<file path="src/rtl/pulse_rate_meter.sv">
// Turbine pulse rate meter: counts debounced pulse edges between 1 Hz gate strobes.
// Define PULSE_RATE_AVG_EN to publish a 4-window moving average instead of the raw count.
module pulse_rate_meter #(
    parameter int unsigned CNT_W   = 16,
    parameter int unsigned MIN_GAP = 4
) (
    input  logic             iClk,
    input  logic             iReset,
    input  logic             iCe,
    input  logic             iTick,
    input  logic             iPulse,
    output logic [CNT_W-1:0] oCount,
    output logic             oValid,
    output logic             oOverflow,
    output logic             oActive
);

    localparam int unsigned GAP_W = 8;
    localparam logic [CNT_W-1:0] CNT_MAX = '1;

    typedef enum logic {
        IDLE  = 1'b0,
        COUNT = 1'b1
    } state_t;

    state_t           state;
    logic             sync1, sync2, sync3;
    logic [GAP_W-1:0] gapCnt;
    logic [CNT_W-1:0] acc;
    logic             accOvf;
    logic             winValid;
    logic             risingEdge;
    logic             accept;
    logic [CNT_W-1:0] accInc;

`ifdef PULSE_RATE_AVG_EN
    logic [CNT_W-1:0] histCount [4];
    logic [3:0]       histOvf;
    logic [CNT_W+1:0] histSum;
`endif

    assign risingEdge = sync2 & ~sync3;
    assign accept     = risingEdge && (gapCnt >= GAP_W'(MIN_GAP));
    assign accInc     = (acc == CNT_MAX) ? CNT_MAX : acc + CNT_W'(1);

    // Synchronizer, debounce, window FSM and per-window latch
    always_ff @(posedge iClk) begin
        if (iReset) begin
            state    <= IDLE;
            sync1    <= 1'b0;
            sync2    <= 1'b0;
            sync3    <= 1'b0;
            gapCnt   <= GAP_W'(MIN_GAP);
            acc      <= '0;
            accOvf   <= 1'b0;
            winValid <= 1'b0;
            oActive  <= 1'b0;
`ifdef PULSE_RATE_AVG_EN
            for (int i = 0; i < 4; i++) histCount[i] <= '0;
            histOvf <= '0;
`else
            oCount    <= '0;
            oOverflow <= 1'b0;
`endif
        end else if (!iCe) begin
            winValid <= 1'b0;
        end else begin
            sync1    <= iPulse;
            sync2    <= sync1;
            sync3    <= sync2;
            winValid <= 1'b0;
            oActive  <= (state == COUNT) || iTick;

            if (accept)
                gapCnt <= GAP_W'(1);
            else if (gapCnt < GAP_W'(MIN_GAP))
                gapCnt <= gapCnt + GAP_W'(1);

            case (state)
                IDLE: begin
                    if (iTick) begin
                        state  <= COUNT;
                        acc    <= '0;
                        accOvf <= 1'b0;
                    end
                end
                COUNT: begin
                    if (iTick) begin
                        // An edge accepted on the tick cycle opens the new window
                        winValid <= 1'b1;
                        acc      <= accept ? CNT_W'(1) : '0;
                        accOvf   <= accept && (CNT_W == 1);
`ifdef PULSE_RATE_AVG_EN
                        histCount[0] <= acc;
                        histCount[1] <= histCount[0];
                        histCount[2] <= histCount[1];
                        histCount[3] <= histCount[2];
                        histOvf      <= {histOvf[2:0], accOvf};
`else
                        oCount    <= acc;
                        oOverflow <= accOvf;
`endif
                    end else if (accept) begin
                        acc    <= accInc;
                        accOvf <= accOvf | (accInc == CNT_MAX);
                    end
                end
                default: state <= IDLE;
            endcase
        end
    end

`ifdef PULSE_RATE_AVG_EN
    always_comb begin
        histSum = (CNT_W+2)'(histCount[0]) + (CNT_W+2)'(histCount[1])
                + (CNT_W+2)'(histCount[2]) + (CNT_W+2)'(histCount[3]);
    end

    // Averaged output stage, one cycle behind the window latch
    always_ff @(posedge iClk) begin
        if (iReset) begin
            oCount    <= '0;
            oOverflow <= 1'b0;
            oValid    <= 1'b0;
        end else if (!iCe) begin
            oValid <= 1'b0;
        end else begin
            oValid <= winValid;
            if (winValid) begin
                oCount    <= CNT_W'(histSum >> 2);
                oOverflow <= |histOvf;
            end
        end
    end
`else
    assign oValid = winValid;
`endif

endmodule
</file>
<file path="config.mk">
export PLATFORM = sky130hd
export DESIGN_NAME = pulse_rate_meter
export DESIGN_NICKNAME = d
export VERILOG_FILES = /design/src/rtl/pulse_rate_meter.sv
export SDC_FILE = /design/constraint.sdc
export NUM_CORES = 1
export LEC_CHECK = 0
export BUFFER_PORTS_ARGS = -buffer_cell sky130_fd_sc_hd__buf_2
export CORE_ASPECT_RATIO = 0.7
export CORE_MARGIN = 8
export CORE_UTILIZATION = 52
export DETAILED_ROUTE_END_ITERATION = 10
export HOLD_SLACK_MARGIN = 0.06
export PLACE_DENSITY = 0.78
export SLEW_MARGIN = 5
export SYNTH_ARGS = -nofsm -noshare
export SYNTH_HDL_FRONTEND = slang
export SYNTH_SLANG_ARGS = --single-unit
</file>
<file path="constraint.sdc">
create_clock -name iClk -period 1.98 [get_ports iClk]
set_clock_uncertainty 0.2 [all_clocks]
set_input_delay 0.099 -clock iClk [delete_from_list [all_inputs] [get_ports iClk]]
set_output_delay 0.099 -clock iClk [all_outputs]
set_load 0.02 [all_outputs]
</file>
==> summary.md, run 1 <==
| Metric | Value |
|---|---|
| Critical Path Max Stage Delay | `0.55 ns` |
| DR WL met3 | `584 um` |
| P_leak | `1.04 nW` |
| Maximum vdd ir drop | `0.448 mV` |
| DRC | `0` |
| Max Cap Viol | `0` |
| Syn Inst Count | `279` |
| Routed wl met2 | `2.42 mm` |
| Area grow syn2layout | `25.2%` |
| Clock power share | `0.359` |
| CP Cell Sequence | `or4_4 -> o311a_4 -> buf_6 -> o31a_1 -> o21ai_1 -> a21oi_1` |
| Global route overflow | `0` |
| Synth Area in Compound Gates | `0.211` |
| Clock Pin Slew Worst Setup and Hold Paths | `0.10 ns` |
| Via-to-Cell Ratio | `5.94` |
| Post-Synth Simple-Gate Area | `0.261` |
| Comb power frac | `0.048` |
| Largest fanout on the critical path | `13` |
| I/O pin count | `24` |
| Cell Int Power | `1.22 mW` |
| Crit path kind | `flop to flop` |
| Max Buffers Root-to-Sink | `2` |
| Async set-reset flop share out of synthesis | `0` |
| Ys Warns | `0` |
| Final Hold Fails | `0` |
| Die Width | `93.7 um` |
| Die area | `6590 um^2` |
| Die Ht | `70.4 um` |
| Final ANT Viol Nets | `0` |
| 1st-iter DRT viols | `283` |
| Crit. End Element | `flop` |
| Req. time, crit path | `1.96 ns` |
| Filler cell count in the final layout | `316` |
| Critical Path AT | `2.01 ns` |
| CTS tree | `built` |
| Largest area contributor in the netlist | `dfxtp_1` |
| Status | `finished with violations` |
| CTS buffer count | `5` |
| Wire per inst | `15.5 um` |
| Switching power | `387 uW` |
| Overall global routing resource usage | `0.175` |
| Mapped Area | `2200 um^2` |
| M1 WL | `2.77 mm` |
| Largest family of logic cells by synthesized area | `simple AND/OR/NAND/NOR gates` |
| First-pass iteration count of the detailed router | `5` |
| Post-synth EDFFs | `0` |
| Failing checks | `negative setup slack` |
| Post-Synth XOR/XNOR Area | `0.0120` |
| Setup bufs post-CTS | `0` |
| Worst slew pin tran | `0.641 ns` |
| Setup Viol. Count Final | `9` |
| H-tree depth | `2` |
| Avg Cell Area, Syn | `7.87 um^2` |
| Flop pwr share | `0.593` |
| Post-synth cell types | `43` |
| Tcrit/Tclk final | `1.03` |
| GP Congestion | `0.886` |
| Final WS setup | `-0.0562 ns` |
| Commonest cells post-synth | `53 x nand2_1, 47 x dfxtp_1, 34 x a21oi_1` |
| Initial Utilization | `0.550` |
| DRT Wirelength | `5.85 mm` |
| Count leader, synth | `nand2_1` |
| Syn Nets | `287` |
| Nets | `333` |
| Final Max Slew Viols | `0` |
| Crit path max-delay cell type | `or4_4` |
| Adder-cell area share of the yosys netlist | `0.0171` |
| Placed Cells | `367` |
| Final Non-Filler Cells | `378` |
| DPL Wire Length | `3.90 mm` |
| Max Used Layer | `met4` |
| Post-synthesis sequential area ratio | `0.428` |
| Clock Sink Count | `47` |
| Layout cells sized above 1 | `0.236` |
| Fin crit period | `2.04 ns` |
| Skew-Pair Late Insertion Delay | `0.31 ns` |
| Largest net degree at the start of global routing | `35` |
| Initial antenna violation count | `0` |
| # rows | `19` |
| Register area | `941 um^2` |
| Largest cells by area after synthesis | `dfxtp_1 43%, nand2_1 9.1%, a21oi_1 7.7%` |
| Global-route wire length before repair | `9.55 mm` |
| Register bit total from synthesis | `47` |
| Top FF cell, synth | `dfxtp_1` |
| Vias | `2245` |
| Clock root cell | `clkbuf_8` |
| Placeable Area | `3990 um^2` |
| Diode count | `0` |
| Startpoint types | `flop` |
| RSZ-0062 raised after global routing | `true` |
| Post-synthesis mux area share | `0.0234` |
| Hold Crit Class | `primary input to flop` |
| Vias in the first global route | `1958` |
| Multi-input logic area | `1220 um^2` |
| Rel. slew slack | `0.573` |
| Minimum hold slack | `0.0974 ns` |
| Net Sw Frac | `0.240` |
| Fmax | `491 MHz` |
| Final Power | `1.61 mW` |
| PD cells | `586 nW/um^2` |
| Port bufs | `23` |
| Yosys top cell area share | `0.428` |
==> worst max-delay path, delay by kind of cell (launching register included) <==
kind	cells	cell delay [ns]
buffers and inverters	1	0.15
and+or+nand+nor	1	0.55
AOI/OAI and AO/OA	4	0.69
DFF	1	0.32
==> layer usage <==
| metal | track usage | up-vias |
|---|---|---|
| li1 | - | 1089 |
| met1 | 0.255 | 1026 |
| met2 | 0.246 | 120 |
| met3 | 0.0438 | 10 |
| met4 | 0.0420 | 0 |
| met5 | 0 | - |
==> worst paths after layout <==
check,from,to,slack [ns],cells past startpoint
worst max-delay path,gapCnt[4],acc[15],-0.06,6
worst min-delay path,iReset,oValid,0.1,2
worst min register to register,oCount[3],oCount[3],0.26,2
worst max register to register,gapCnt[4],acc[15],-0.06,6
==> power groups by stage <==
stage	sequential [mW]	clock [mW]	combinational, mW
after floorplan	0.978	0	0.0440
after global placement	0.977	0	0.0696
after detailed placement	0.977	0	0.0708
after CTS	0.955	0.581	0.0760
after global routing	0.956	0.617	0.0841
final	0.955	0.578	0.0770
==> placed cells by master (no fill, tap or decap), drive strengths merged, types with 3 or more instances in the layout <==
master       synthesis  routed
nand4                6       6
dlygate4sd3          0       3
and3                 3       3
and4                 3       3
o21a                 4       4
nor2b                3       3
nor2                17      17
nand3               14      14
inv                  3       3
nor3                11      11
clkbuf              13       5
a21oi               35      35
mux2i                4       4
nand2               53      53
a31oi                7       7
dfxtp               47      47
buf                  8      57
o21ai               17      17
ha                   3       3
==> final cells by class <==
class | count | share of cell area
Tap cell | 52 | 0.0237
Clock inverter | 3 | 0.00728
Sequential cell | 47 | 0.342
Multi-Input combinational cell | 208 | 0.445
Clock buffer | 5 | 0.0250
Timing Repair Buffer | 60 | 0.153
Inverter | 3 | 0.00410
==> flip-flops by register name (all words and copies together) (netlist names) <==
register   flops
sync1          1
acc           16
gapCnt         8
oValid         1
accOvf         1
oOverflow      1
sync2          1
oActive        1
sync3          1
oCount        16
==> repair_timing <==
item,4_1_cts,5_1_grt
hold endpoints to repair,4,0
gates resized for setup,9,10
setup endpoints to repair,10,17
pin swaps,1,7
hold buffers,3,0
==> kinds of logic after synthesis <==
family / after synthesis
compound gates: 76
xor+xnor: 3
fa+ha+maj: 3
buf+inv: 24
flops: 47
mux: 5
simple gates: 121
==> metrics by stage <==
step,util,worst slack (ns),setup TNS (ns),area (um^2)
global route,0.688,-0.104,-1.14,2750
CTS,0.677,-0.0664,-0.327,2710
finish,0.688,-0.0562,-0.169,2750
floorplan,-,0.00940,0,2200
global placement,0.641,-0.0524,-0.174,2560
detailed placement,0.641,-0.0860,-0.373,2560
Note: power is estimated with default switching activity, not from simulation.
==> inputs of run 2 (changes only) <==
--- a/config.mk
+++ b/config.mk
@@ -10,6 +10,7 @@
 export CORE_MARGIN = 8
 export CORE_UTILIZATION = 52
 export DETAILED_ROUTE_END_ITERATION = 10
+export GPL_ROUTABILITY_DRIVEN = 0
 export HOLD_SLACK_MARGIN = 0.06
 export PLACE_DENSITY = 0.78
 export SLEW_MARGIN = 5
==> constraint.sdc (replaced) <==
create_clock -name iClk -period 1.98 [get_ports iClk]
set_clock_uncertainty 0.2 [all_clocks]
set_input_delay 0.495 -clock iClk [delete_from_list [all_inputs] [get_ports iClk]]
set_output_delay 0.495 -clock iClk [all_outputs]
set_load 0.02 [all_outputs]
==> summary.md, run 2 (synthesis results as in run 1) <==
| Metric | Value |
|---|---|
| Diode count | `0 (unchanged)` |
| Startpoint types | `flop` |
| R2r setup slk | `-0.05 ns (about the same)` |
| # rows | `19 (unchanged)` |
| Final Hold Fails | `0 (unchanged)` |
| Crit path from | `gapCnt[4]` |
| Top Registers | `acc x16, oCount x16, gapCnt x8` |
| Wire per inst | `14.7 um (-5.0%)` |
| CTS tree | `built` |
| First-pass iteration count of the detailed router | `4 (-1)` |
| Maximum vdd ir drop | `0.514 mV (+15%)` |
| Initial antenna violation count | `0 (unchanged)` |
| Crit path kind | `flop to flop` |
| Clock Pin Slew Worst Setup and Hold Paths | `0.09 ns (about the same)` |
| Initial Utilization | `0.550 (unchanged)` |
| Post-DP Area | `2590 um^2 (+1.4%)` |
| Final core utilization | `0.685 (-0.00376)` |
| CTS buffer count | `5 (unchanged)` |
| Nets | `333 (unchanged)` |
| Start of the worst register-to-register path | `gapCnt[4]` |
| DPL Wire Length | `4.07 mm (+4.4%)` |
| Setup Viol. Count Final | `14 (+5)` |
| Die Width | `93.7 um (unchanged)` |
| Final Non-Filler Cells | `377 (-0.26%)` |
| P_leak | `1.05 nW (+0.70%)` |
| Status | `finished with violations` |
| PD cells | `583 nW/um^2 (-0.55%)` |
| Final Power | `1.59 mW (-1.1%)` |
| Placed Cells | `370 (+0.82%)` |
| Worst slew pin tran | `0.318 ns (-0.322 ns)` |
| Largest fanout on the critical path | `16 (+3)` |
| 1st-iter DRT viols | `257 (-9.2%)` |
| Commonest cells after routing, fill and taps aside | `53 x nand2_1, 44 x dfxtp_1, 35 x buf_4` |
| Failing checks | `negative setup slack` |
| Via-to-Cell Ratio | `5.75 (-3.2%)` |
| Clock root cell | `clkbuf_8` |
| Clock power share | `0.352 (-0.007)` |
| Net Sw Frac | `0.235 (-0.00543)` |
| Req. time, crit path | `2.02 ns (+0.06 ns)` |
| Rel. slew slack | `0.786 (+0.213)` |
| Flop pwr share | `0.598 (+0.005)` |
| Critical Path AT | `2.07 ns (+0.06 ns)` |
| Final WS setup | `-0.0522 ns (+0.00392 ns)` |
| Area grow syn2layout | `24.5%` |
| Overall global routing resource usage | `0.178 (+0.00294)` |
| Filler cell count in the final layout | `326 (+3.2%)` |
| Final instance area | `2730 um^2 (-0.55%)` |
| Crit. End Element | `flop` |
| R2R Path End | `acc[9]` |
| RSZ-0062 raised after global routing | `true` |
| Global-route wire length before repair | `9.53 mm (-0.22%)` |
| Critical Path End | `acc[9]` |
| Clock Sink Count | `47 (unchanged)` |
| Fmax | `492 MHz (+0.19%)` |
| Placeable Area | `3990 um^2 (unchanged)` |
| Commonest non-fill, non-tap cell in the layout | `nand2_1` |
| Vias | `2168 (-3.4%)` |
| Hold Crit Class | `primary input to flop` |
| Max Buffers Root-to-Sink | `2 (unchanged)` |
| Final Max Slew Viols | `0 (unchanged)` |
| Hold Path Stages | `3 (+1)` |
| Final ANT Viol Nets | `0 (unchanged)` |
| Global route overflow | `0 (unchanged)` |
| Largest net degree at the start of global routing | `22 (-37%)` |
| Max Cap Viol | `0 (unchanged)` |
| Skew-Pair Late Insertion Delay | `0.31 ns (about the same)` |
| Register area | `945 um^2 (+0.40%)` |
| Die Ht | `70.4 um (unchanged)` |
| Vias in the first global route | `1969 (+0.56%)` |
| DRC | `0 (unchanged)` |
| Switching power | `374 uW (-3.3%)` |
| Fin crit period | `2.03 ns (-0.00392 ns)` |
| Cell Int Power | `1.22 mW (-0.39%)` |
| Comb power frac | `0.049 (about the same)` |
| Die area | `6590 um^2 (unchanged)` |
| H-tree depth | `2 (unchanged)` |
| Minimum hold slack | `0.236 ns (+0.139 ns)` |
| Layout cells sized above 1 | `0.255 (+0.0192)` |
| Multi-input logic area | `1220 um^2 (-0.10%)` |
| Tcrit/Tclk final | `1.03 (-0.00198)` |
| I/O pin count | `24 (unchanged)` |
| Port bufs | `23 (unchanged)` |
| R2R cell count | `6 (unchanged)` |
| DRT Wirelength | `5.54 mm (-5.3%)` |
## run 2: layer usage
metal  track usage  wire [um]  up-vias
met2         0.236       2210       80
met4        0.0701         69        0
met1         0.261       2810     1004
met5             0          0        -
met3        0.0448        450        5
li1              -          -     1079
## run 2: final cells by class
type	count	share of cell area
Multi-Input combinational cell	208	0.447
Sequential cell	47	0.346
Timing Repair Buffer	60	0.150
Clock buffer	5	0.0252
Tap cell	52	0.0238
Clock inverter	2	0.00503
Inverter	3	0.00412
## run 2: timing repair
action | in CTS | in global routing
endpoints found under the hold margin | 0 | 0
setup buffers | 0 | 1
endpoints found under the setup margin | 11 | 17
hold buffers | 0 | 0
resized for setup | 4 | 15
pin swaps | 1 | 5
## run 2: worst min path at each step
stage | startpoint | to
4_1_cts | iPulse | sync1
2_1_floorplan | accOvf | accOvf
6_report | iPulse | sync1
3_5_place_dp | oCount[7] | oCount[7]
3_3_place_gp | oCount[7] | oCount[7]
5_1_grt | iPulse | sync1
## run 2: worst max-delay path, stage by stage (launching register included)
cell and delay (ns):
dfxtp_2 0.33, or4_4 0.55, o311a_4 0.35, a21oi_4 0.14, buf_12 0.16, o21ai_0 0.09
a21oi_1 0.14
## run 2: power by group through the flow
stage                     registers, mW  logic [mW]  clock network, mW
after floorplan                   0.978      0.0440                  0
after global placement            0.975      0.0758                  0
after detailed placement          0.975      0.0773                  0
after CTS                         0.953      0.0777              0.577
after global routing              0.954      0.0858              0.615
final                             0.953      0.0786              0.561
## run 2: metrics by stage
stage	setup TNS, ns	setup slack (ns)
floorplan	0	0.00940
global route	-1.46	-0.131
global placement	-0.0135	-0.0135
finish	-0.397	-0.0522
detailed placement	-0.109	-0.0285
CTS	-0.312	-0.0440
==> inputs of run 3 (changes only) <==
--- a/config.mk
+++ b/config.mk
@@ -8,11 +8,12 @@
 export BUFFER_PORTS_ARGS = -buffer_cell sky130_fd_sc_hd__buf_2
 export CORE_ASPECT_RATIO = 0.7
 export CORE_MARGIN = 8
-export CORE_UTILIZATION = 52
+export CORE_UTILIZATION = 57
 export DETAILED_ROUTE_END_ITERATION = 10
 export GPL_ROUTABILITY_DRIVEN = 0
 export HOLD_SLACK_MARGIN = 0.06
-export PLACE_DENSITY = 0.78
+export PLACE_DENSITY = 0.81
+export RECOVER_POWER = 50
 export SLEW_MARGIN = 5
 export SYNTH_ARGS = -nofsm -noshare
 export SYNTH_HDL_FRONTEND = slang
==> constraint.sdc (replaced) <==
create_clock -name iClk -period 2.1 [get_ports iClk]
set_clock_uncertainty 0.2 [all_clocks]
set_input_delay 0.525 -clock iClk [delete_from_list [all_inputs] [get_ports iClk]]
set_output_delay 0.525 -clock iClk [all_outputs]
set_load 0.02 [all_outputs]
==> summary.md, run 3 (synthesis results as in run 1) <==
| Metric | Value |
|---|---|
| Nets | `330 (-0.90%)` |
| H-tree depth | `2 (unchanged)` |
| Start of the worst register-to-register path | `gapCnt[4]` |
| Global-route wire length before repair | `9.45 mm (-0.86%)` |
| Comb power frac | `0.049 (about the same)` |
| Clock power share | `0.354 (+0.002)` |
| Register area | `941 um^2 (-0.40%)` |
| Crit path kind | `flop to flop` |
| R2r setup slk | `0.07 ns (+0.12 ns)` |
| R2R cell count | `6 (unchanged)` |
| Top Registers | `acc x16, oCount x16, gapCnt x8` |
| Placeable Area | `3800 um^2 (-4.8%)` |
| Clock Pin Slew Worst Setup and Hold Paths | `0.09 ns (about the same)` |
| Hold Crit Class | `flop to flop` |
| PD cells | `572 nW/um^2 (-1.8%)` |
| Vias | `2210 (+1.9%)` |
| Setup bufs post-CTS | `0 (unchanged)` |
| Final Max Slew Viols | `0 (unchanged)` |
| DPL Wire Length | `3.91 mm (-4.0%)` |
| Critical Path End | `acc[11]` |
| Skew-Pair Late Insertion Delay | `0.30 ns (about the same)` |
| 1st-iter DRT viols | `279 (+8.6%)` |
| # rows | `19 (unchanged)` |
| Multi-input logic area | `1180 um^2 (-3.7%)` |
| Switching power | `354 uW (-5.3%)` |
| Die Width | `90.2 um (-3.7%)` |
| Rel. slew slack | `0.456 (-0.330)` |
| Fmax | `491 MHz (-0.13%)` |
| Clock root cell | `clkbuf_8` |
| Largest net degree at the start of global routing | `21 (-4.5%)` |
| Max Buffers Root-to-Sink | `2 (unchanged)` |
| Maximum vdd ir drop | `0.457 mV (-11%)` |
| Die area | `6130 um^2 (-7.1%)` |
| Overall global routing resource usage | `0.189 (+0.0115)` |
| I/O pin count | `24 (unchanged)` |
| Filler cell count in the final layout | `326 (unchanged)` |
| Crit. End Element | `flop` |
| Clock Sink Count | `47 (unchanged)` |
| Commonest cells after routing, fill and taps aside | `53 x nand2_1, 47 x dfxtp_1, 34 x a21oi_1` |
| P_leak | `0.975 nW (-6.8%)` |
| Status | `complete, no violations` |
| Setup TNS | `0 ns (+0.397 ns)` |
| Initial antenna violation count | `0 (unchanged)` |
| Worst slew pin tran | `0.816 ns (+0.498 ns)` |
| Cell Int Power | `1.15 mW (-5.4%)` |
| Tcrit/Tclk final | `0.969 (-0.0574)` |
| Initial Utilization | `0.577 (+0.0275)` |
| First-pass iteration count of the detailed router | `5 (+1)` |
| Die Ht | `67.9 um (-3.5%)` |
| Largest fanout on the critical path | `16 (unchanged)` |
| Req. time, crit path | `2.14 ns (+0.12 ns)` |
| DRT Wirelength | `5.76 mm (+4.0%)` |
| Via-to-Cell Ratio | `5.89 (+2.5%)` |
| Flop pwr share | `0.596 (-0.002)` |
| Crit path from | `gapCnt[4]` |
| Layout cells sized above 1 | `0.183 (-0.0727)` |
| Setup Viol. Count Final | `0 (-14)` |
| Commonest non-fill, non-tap cell in the layout | `nand2_1` |
| R2R Path End | `acc[11]` |
| Area grow syn2layout | `20.1%` |
| Max Cap Viol | `0 (unchanged)` |
| Critical Path AT | `2.08 ns (about the same)` |
| Startpoint types | `flop` |
| Final WS setup | `0.0652 ns (+0.117 ns)` |
| Net Sw Frac | `0.235 (about the same)` |
| CTS buffer count | `5 (unchanged)` |
| DRC | `0 (unchanged)` |
| RSZ-0062 raised after global routing | `false` |
| Final ANT Viol Nets | `0 (unchanged)` |
| DP Worst Slack | `-0.0675 ns (-0.0390 ns)` |
| Port bufs | `23 (unchanged)` |
| Global route overflow | `0 (unchanged)` |
| Vias in the first global route | `1988 (+0.96%)` |
| Fin crit period | `2.03 ns (+0.00255 ns)` |
| Wire per inst | `15.4 um (+4.6%)` |
| CTS tree | `built` |
| Diode count | `0 (unchanged)` |
| Final Hold Fails | `0 (unchanged)` |
-- run 3: layout make-up --
type	instances	share of cell area
repair buffers	57	0.136
clock inverters	2	0.00475
flip-flops and latches	47	0.357
clock buffers	6	0.0275
well taps	52	0.0247
inverters	3	0.00427
multi-input cells	208	0.446
-- run 3: routing by layer --
layer	up-vias	GRT usage	wire length (um)
li1	1073	-	-
met4	0	0.0825	103
met5	-	0	0
met1	1009	0.247	2710
met2	115	0.286	2410
met3	13	0.0602	534
-- run 3: critical path, stage by stage, from the launching register on --
cell     delay (ns)
dfxtp_1        0.32
or4_4          0.56
o311a_4        0.35
a21oi_4        0.14
buf_12         0.16
o21ai_0        0.10
a21oi_1        0.14
-- run 3: through the flow --
| step | utilization | cells | total power, mW | cell area (um^2) | hold WS (ns) |
|---|---|---|---|---|---|
| final | 0.693 | 375 | 1.51 | 2640 | 0.254 |
| after global routing | 0.693 | 375 | 1.57 | 2640 | 0.273 |
| after CTS | 0.692 | 374 | 1.52 | 2630 | 0.256 |
| after detailed placement | 0.669 | 366 | 0.994 | 2540 | 0.244 |
| after global placement | 0.669 | 366 | 0.992 | 2540 | 0.239 |
| after floorplan | - | 279 | 0.964 | 2200 | 0.225 |
-- run 3: power by group through the flow --
stage	registers, mW	clock network (mW)	logic (mW)
after floorplan	0.922	0	0.0415
after global routing	0.900	0.586	0.0810
after CTS	0.899	0.547	0.0746
after global placement	0.919	0	0.0730
after detailed placement	0.920	0	0.0743
final	0.899	0.534	0.0744
-- run 3: what timing repair did --
| item | CTS | global route |
|---|---|---|
| hold buffers | 0 | 0 |
| gates cloned | 0 | 1 |
| gates resized for setup | 1 | 6 |
| endpoints found under the setup margin | 10 | 13 |
| endpoints found under the hold margin | 0 | 0 |
-- run 3: how the worst min path moves through the flow --
stage               startpoint         end  slack [ns]  cells past startpoint
floorplan               accOvf      accOvf        0.22                      2
global placement     oCount[3]   oCount[3]        0.24                      2
detailed placement  oCount[14]  oCount[14]        0.24                      2
CTS                     iPulse       sync1        0.26                      3
global route        oCount[14]  oCount[14]        0.27                      2
finish              oCount[14]  oCount[14]        0.25                      2
